[src/rtl/robot_motion_sequencer.sv]
// Step sequencer pacing the left-wall navigation FSM: settle, sample, decide, move/turn.
// Optional spin detection is enabled by defining ROBOT_SEQ_LOOP_DETECT_EN.
module robot_motion_sequencer #(
  parameter int MOVE_CYCLES   = 8,
  parameter int TURN_CYCLES   = 12,
  parameter int SETTLE_CYCLES = 2,
  parameter int STEP_W        = 16
) (
  input  logic              clk,
  input  logic              reset,
  input  logic              start,
  input  logic              stop,
  input  logic              front_sensor,
  input  logic              left_sensor,
  input  logic              nav_front,
  input  logic              nav_turn,
  output logic              nav_step,
  output logic              sens_front,
  output logic              sens_left,
  output logic              motor_fwd,
  output logic              motor_turn,
  output logic              busy,
  output logic              step_done,
  output logic [STEP_W-1:0] step_count,
  output logic              fault,
  output logic              loop_flag
);

  localparam int TMAX0 = (MOVE_CYCLES > TURN_CYCLES) ? MOVE_CYCLES : TURN_CYCLES;
  localparam int TMAX  = (TMAX0 > SETTLE_CYCLES) ? TMAX0 : SETTLE_CYCLES;
  localparam int TW    = $clog2(TMAX + 1);

  localparam logic [2:0] S_IDLE   = 3'd0;
  localparam logic [2:0] S_SETTLE = 3'd1;
  localparam logic [2:0] S_SAMPLE = 3'd2;
  localparam logic [2:0] S_DECIDE = 3'd3;
  localparam logic [2:0] S_MOVE   = 3'd4;
  localparam logic [2:0] S_TURN   = 3'd5;
  localparam logic [2:0] S_HALT   = 3'd6;

  logic [2:0]        state_q, state_d;
  logic [TW-1:0]     timer_q, timer_d;
  logic              stop_q, stop_d;
  logic              sf_q, sf_d;
  logic              sl_q, sl_d;
  logic [STEP_W-1:0] cnt_q, cnt_d;
  logic              fault_q, fault_d;
  logic              last;
  logic              loop_hit;
`ifdef ROBOT_SEQ_LOOP_DETECT_EN
  logic [2:0]        turn_q, turn_d;
  logic              loop_q, loop_d;
`endif

  assign last = (timer_q == TW'(1));

  // Next-state, timer, latches and counters
  always_comb begin
    state_d  = state_q;
    timer_d  = timer_q;
    stop_d   = stop_q;
    sf_d     = sf_q;
    sl_d     = sl_q;
    cnt_d    = cnt_q;
    fault_d  = fault_q;
    loop_hit = 1'b0;
`ifdef ROBOT_SEQ_LOOP_DETECT_EN
    turn_d   = turn_q;
    loop_d   = loop_q;
`endif
    unique case (state_q)
      S_IDLE: begin
        stop_d = 1'b0;
        if (start && !stop) begin
          state_d = S_SETTLE;
          timer_d = TW'(SETTLE_CYCLES);
        end
      end
      S_SETTLE: begin
        if (stop) begin
          state_d = S_IDLE;
        end else if (last) begin
          sf_d    = front_sensor;
          sl_d    = left_sensor;
          state_d = S_SAMPLE;
        end else begin
          timer_d = timer_q - TW'(1);
        end
      end
      S_SAMPLE: begin
        stop_d  = stop_q | stop;
        state_d = S_DECIDE;
      end
      S_DECIDE: begin
        stop_d = stop_q | stop;
        if (nav_front && !nav_turn) begin
          state_d = S_MOVE;
          timer_d = TW'(MOVE_CYCLES);
        end else if (nav_turn && !nav_front) begin
          state_d = S_TURN;
          timer_d = TW'(TURN_CYCLES);
        end else begin
          state_d = S_HALT;
          fault_d = 1'b1;
        end
      end
      S_MOVE, S_TURN: begin
        stop_d = stop_q | stop;
        if (!last) begin
          timer_d = timer_q - TW'(1);
        end else begin
          if (state_q == S_MOVE && cnt_q != '1) begin
            cnt_d = cnt_q + STEP_W'(1);
          end
`ifdef ROBOT_SEQ_LOOP_DETECT_EN
          if (state_q == S_TURN) begin
            turn_d   = turn_q + 3'd1;
            loop_hit = (turn_q == 3'd3);
          end else begin
            turn_d = 3'd0;
          end
          if (loop_hit) loop_d = 1'b1;
`endif
          if (loop_hit) begin
            state_d = S_HALT;
          end else if (stop_q || stop) begin
            state_d = S_IDLE;
            stop_d  = 1'b0;
          end else begin
            state_d = S_SETTLE;
            timer_d = TW'(SETTLE_CYCLES);
          end
        end
      end
      S_HALT: begin
        state_d = S_HALT;
      end
      default: begin
        state_d = S_IDLE;
      end
    endcase
  end

  // State and datapath registers with synchronous reset
  always_ff @(posedge clk) begin
    if (reset) begin
      state_q <= S_IDLE;
      timer_q <= '0;
      stop_q  <= 1'b0;
      sf_q    <= 1'b0;
      sl_q    <= 1'b0;
      cnt_q   <= '0;
      fault_q <= 1'b0;
`ifdef ROBOT_SEQ_LOOP_DETECT_EN
      turn_q  <= 3'd0;
      loop_q  <= 1'b0;
`endif
    end else begin
      state_q <= state_d;
      timer_q <= timer_d;
      stop_q  <= stop_d;
      sf_q    <= sf_d;
      sl_q    <= sl_d;
      cnt_q   <= cnt_d;
      fault_q <= fault_d;
`ifdef ROBOT_SEQ_LOOP_DETECT_EN
      turn_q  <= turn_d;
      loop_q  <= loop_d;
`endif
    end
  end

  assign nav_step   = (state_q == S_SAMPLE);
  assign motor_fwd  = (state_q == S_MOVE);
  assign motor_turn = (state_q == S_TURN);
  assign busy       = (state_q != S_IDLE) && (state_q != S_HALT);
  assign step_done  = (state_q == S_MOVE || state_q == S_TURN) && last;
  assign sens_front = sf_q;
  assign sens_left  = sl_q;
  assign step_count = cnt_q;
  assign fault      = fault_q;
`ifdef ROBOT_SEQ_LOOP_DETECT_EN
  assign loop_flag  = loop_q;
`else
  assign loop_flag  = 1'b0;
`endif

endmodule

[config.mk]
export PLATFORM = sky130hd
export DESIGN_NAME = robot_motion_sequencer
export DESIGN_NICKNAME = d
export VERILOG_FILES = /design/src/rtl/robot_motion_sequencer.sv
export SDC_FILE = /design/constraint.sdc
export NUM_CORES = 1
export LEC_CHECK = 0
export ABC_AREA = 1
export CELL_PAD_IN_SITES_DETAIL_PLACEMENT = 1
export CELL_PAD_IN_SITES_GLOBAL_PLACEMENT = 2
export CORE_ASPECT_RATIO = 1.2
export CORE_MARGIN = 4
export CORE_UTILIZATION = 31
export CTS_BUF_LIST = sky130_fd_sc_hd__clkbuf_8
export DETAILED_ROUTE_END_ITERATION = 10
export GPL_TIMING_DRIVEN = 0
export PLACE_DENSITY = 0.83
export SYNTH_ARGS = -nofsm -noshare
export SYNTH_HDL_FRONTEND = slang
export SYNTH_SLANG_ARGS = --single-unit
[constraint.sdc]
create_clock -name clk -period 2.5 [get_ports clk]
set_input_delay 0.625 -clock clk [delete_from_list [all_inputs] [get_ports clk]]
set_output_delay 0.625 -clock clk [all_outputs]
set_load 0.005 [all_outputs]
Yosys cells after proc, flatten, opt, wreduce, memory -nomap -nowiden
Index checks and enable logic that the tools add are counted.
Widths: inputs -> output; s select.

operators by class
  $add $sub $neg = 2
  equal/unequal tests = 16
  mux-type cells = 19
  bitwise gates (word level) = 4
  reductions and logical operators = 22

operator list
  cell                   number
  $mux 4                 7
  $pmux 3 s6             1
  $add 16x1->16 const B  1
  $ne 16x16->1 const B   1
  $pmux 4 s4             1
  $mux 3                 4
  $ne 3x3->1 const B     4
  $reduce_and 3->1       4
  $eq 3x3->1 const B     3
  $ne 2x2->1 const B     4
  $eq 3x2->1 const B     2
  $logic_and 1x1->1      6
  $reduce_and 6->1       1
  $reduce_bool 3->1      2
  $eq 4x1->1 const B     1
  $mux 2                 2
  $reduce_bool 4->1      1
  $reduce_or 2->1        2
  $sub 4x1->4 const B    1
  $eq 3x1->1 const B     1
  $logic_not 1->1        3
  $logic_not 3->1        1
  $mux 1                 3
  $not 1->1              3
  other kinds (3)        4

word-level totals
  flip-flop bits (word level) = 27
  input port bits = 8

Longest topological paths before layout
  depth in word-level cells = 5
  gate-level depth with buffers = 11
  mapped depth without buffers = 11

Worst setup path after synthesis
Ideal clock, no wire load.

  path kind = register -> output
  from = register state_q[1]
  to = output port step_done
  data arrival time = 1.023 ns
  slack = 0.852 ns
  cell stages (with the launch flop) = 6
  cell sequence = dfxtp_1 > buf_2 > inv_2 > ha_1 > nand3_2 > inv_1

on the way
  cells in the longest elaborated chain, start to end = 3
  elaborated cells between the ends (all ways) = 4

ends and longest elaborated chain
  what                      RTL line  RTL
  start: declaration        41        logic [2:0] state_q, state_d;
  start signal: assignment  159       state_q <= state_d;
  $eq 3x3->1                177       assign step_done = (state_q == S_MOVE || state_q == S_TURN) && last;
  $logic_or 1x1->1 (*)      177
  $logic_and 1x1->1 (*)     177
  end: declaration          23        output logic step_done,

Every way passes the cells marked *; elsewhere a longest branch is shown, timed or not.

Worst setup path after layout
  from = register state_q[2]
  to = output port step_done

Same word-level chain as after synthesis.

==> flow_metrics.env <==
export IMPL_cts_sinks=27
export IMPL_hold_violations=0
export IMPL_cts_htree_levels=1
export IMPL_final_min_clock_period_ns=2.397
export IMPL_cp_slowest_cell="dfxtp_1"
export IMPL_n_antenna_cell=0
export IMPL_netlist_area_mm2=0.001837
export IMPL_drc=0
export IMPL_register_area_um2=540.5
export IMPL_via_per_inst=4.629
export IMPL_gp_congestion=0.7961
export IMPL_fmax_mhz=417.1
export IMPL_seqPwrFrac_pct=37.0
export IMPL_final_setup_tns_ns=0
export IMPL_track_usage_pct=14.95
export IMPL_synth_flop_cell="dfxtp_1"
export IMPL_layout_drive_gt1_share_pct=11.39
export IMPL_power_leakage_nw=0.9107
export IMPL_fin_area_mm2=0.002307
export IMPL_path_cells="ha_4, nand3_2, inv_1, clkdlybuf4s50_1"
export IMPL_yosys_area_top_type="dfxtp_1"
export IMPL_fin_ws_ns=0.1025
export IMPL_crit_fanout=8
export IMPL_dpl_cell_area_mm2=0.002247
export IMPL_yosysWarnings=0
export IMPL_drt_iter0_markers=53
export IMPL_grt_overflow_total=0
export IMPL_synthCells=281
export IMPL_max_slew_margin_pct=51.80
export IMPL_port_buffers=31
export IMPL_rsz0062_at_grt="false"
export IMPL_total_power_mw=1.364
export IMPL_fin_nets=334
export IMPL_ys_ff_latch=27
export IMPL_numCtsBuffers=3
export IMPL_p_sw_share_pct=40.77
export IMPL_clk_pin_slew_ns=0.10
export IMPL_fin_crit_sh_pct=95.90
export IMPL_min_path_type="flop to flop"
export IMPL_grt_pass1_wl_mm=8.818
export IMPL_start_kind="flop"
export IMPL_p_int_mw=0.8079
export IMPL_fin_util_pct=40.44
export IMPL_clkLatencyLatePin_ns=0.27
export IMPL_fp_dieW_um=78.27
export IMPL_wl_per_cell_um=12.70
export IMPL_initial_core_util_pct=32.19
export IMPL_synth_top_area_share_pct=29.43
export IMPL_crit_path_max_incr_delay_ns=0.55
export IMPL_ys_async_sr_fraction_pct=0
export IMPL_core_area_mm2=0.005705
export IMPL_worstPathArrival_ns=1.77
export IMPL_status="completed"
export IMPL_clockRootBuffer="clkbuf_8"
export IMPL_crit_required_ns=1.88
export IMPL_grt_max_degree=15
export IMPL_synth_enable_flop_cells=0
export IMPL_slew_viol_final=0
export IMPL_cts_tree="done"
export IMPL_synth_seq_area_share_pct=29.43
export IMPL_ios=33
export IMPL_antenna_found_initial=0
export IMPL_cts_setup_buffers=0
export IMPL_drtAntennaViolNets=0
export IMPL_wirelength_mm=5.028
export IMPL_ys_top_cells_by_area="dfxtp_1 29%, nand2_1 17%, inv_1 6.9%"
export IMPL_grt_pass1_vias=1954
export IMPL_synth_avg_cell_area_um2=6.537
export IMPL_syn_num_nets=298
export IMPL_rows=30
export IMPL_die_area_mm2=0.007225
export IMPL_synthDistinctLibCells=30
export IMPL_area_growth_pct=25.61
export IMPL_cp_end_kind="output pin"
export IMPL_max_clock_path_buffers=2
export IMPL_num_vias=1833
export IMPL_clock_skew_ns=0.004012
export IMPL_p_sw_mw=0.5560
export IMPL_path_class="flop to output pin"
export IMPL_multi_input_area_mm2=0.001117
export IMPL_fillers=777
export IMPL_worst_slew_pin_slew_ns=0.7231
export IMPL_die_height_um=92.32
export IMPL_setup_violations=0
export IMPL_p_per_area_mw_per_mm2=591.1
export IMPL_combPwrFrac_pct=44.9
export IMPL_dpl_worst_slack_ns=0.2377
export IMPL_ctsHoldBuffers=0
export IMPL_dr_pass1_iters=4
export IMPL_p_clk_share_pct=18.1
export IMPL_dp_hpwl_mm=4.060
export IMPL_drv_cap=0
export IMPL_irDropWorstVdd_uv=189.9
Yosys cell counts, types with 4 or more instances:
master   count
ha_1         9
xor2_1       5
a21oi_1     13
nor2_1      34
dfxtp_1     27
nor3_1       5
nand3_1     17
o21ai_0      6
inv_2        4
inv_1       34
xnor2_1      4
nand2_1     82
nand4_1      5
a21oi_2     11
logic make-up (layout without fill, tap and decap cells):
| kind of cell | Yosys count | in the layout | share of synthesized area [%] |
|---|---|---|---|
| compound gates | 34 | 34 | 12.06 |
| xor+xnor | 9 | 9 | 4.291 |
| fa+ha+maj | 9 | 9 | 6.131 |
| buf+inv | 45 | 80 | 10.42 |
| flops | 27 | 27 | 29.43 |
| other cells | 1 | 1 | 0.2042 |
| simple gates | 156 | 156 | 37.47 |
what timing repair did:
action,4_1_cts,5_1_grt
gates cloned,0,0
endpoints found under the setup margin,1,1
gates resized for setup,2,1
power by group through the flow:
| stage | logic [mW] | registers [mW] | clock network (mW) |
|---|---|---|---|
| 3_3_place_gp | 0.607 | 0.511 | 0 |
| 6_report | 0.612 | 0.504 | 0.247 |
| 5_1_grt | 0.723 | 0.510 | 0.281 |
| 4_1_cts | 0.627 | 0.504 | 0.266 |
| 2_1_floorplan | 0.434 | 0.501 | 0 |
| 3_5_place_dp | 0.611 | 0.511 | 0 |
final cells by class:
| class | instances | area share, % |
|---|---|---|
| Multi-Input combinational cell | 209 | 48.43 |
| Sequential cell | 27 | 23.43 |
| Timing Repair Buffer | 31 | 13.45 |
| Inverter | 39 | 6.562 |
| Tap cell | 80 | 4.338 |
| Buffer | 6 | 1.844 |
| Clock buffer | 3 | 1.790 |
| Clock inverter | 1 | 0.1627 |
critical path, delay by kind of cell, from the launching register on:
family	cells	cell delay, ns
AND/OR/NAND/NOR	1	0.14
flip-flops	1	0.55
adder cells (fa/ha/maj)	1	0.24
buffers and inverters	2	0.57
registers in the layout, summed over array words and instances, names as in the netlist:
register	flops
fault	1
sens_front	1
sens_left	1
state_q	3
step_count	16
stop_q	1
timer_q	4
through the flow:
stage,std cells,hold slack [ns]
after floorplan,281,0.4466
after global routing,396,0.5152
final,396,0.4626
after detailed placement,392,0.4586
after CTS,396,0.4760
after global placement,392,0.4465
final timing paths:
check | startpoint | to | slack (ns) | cells past startpoint
max | state_q[2]$_SDFFE_PP0P_ | step_done | 0.10 | 4
min reg2reg | fault$_SDFFE_PP0P_ | fault$_SDFFE_PP0P_ | 0.46 | 2
min | fault$_SDFFE_PP0P_ | fault$_SDFFE_PP0P_ | 0.46 | 2
max reg2reg | state_q[2]$_SDFFE_PP0P_ | step_count[7]$_SDFFE_PP0P_ | 0.73 | 8
cell usage in the layout, fill, tap and decap left out, drive strengths merged, types with 6 or more instances in the layout:
cell	n
a21oi	24
clkdlybuf4s50	31
dfxtp	27
ha	9
inv	40
nand2	85
nand3	20
nor2	39
nor3	6
o21ai	6
metal layers:
layer  wire, um  share of wire (%)  track usage [%]
met4         31               0.62            3.644
met2       2619                 52            28.21
met1       2289                 46            17.88
met3         87                1.7            1.556
met5          0                  0                0
No activity file was read; power rests on OpenSTA's default activity.
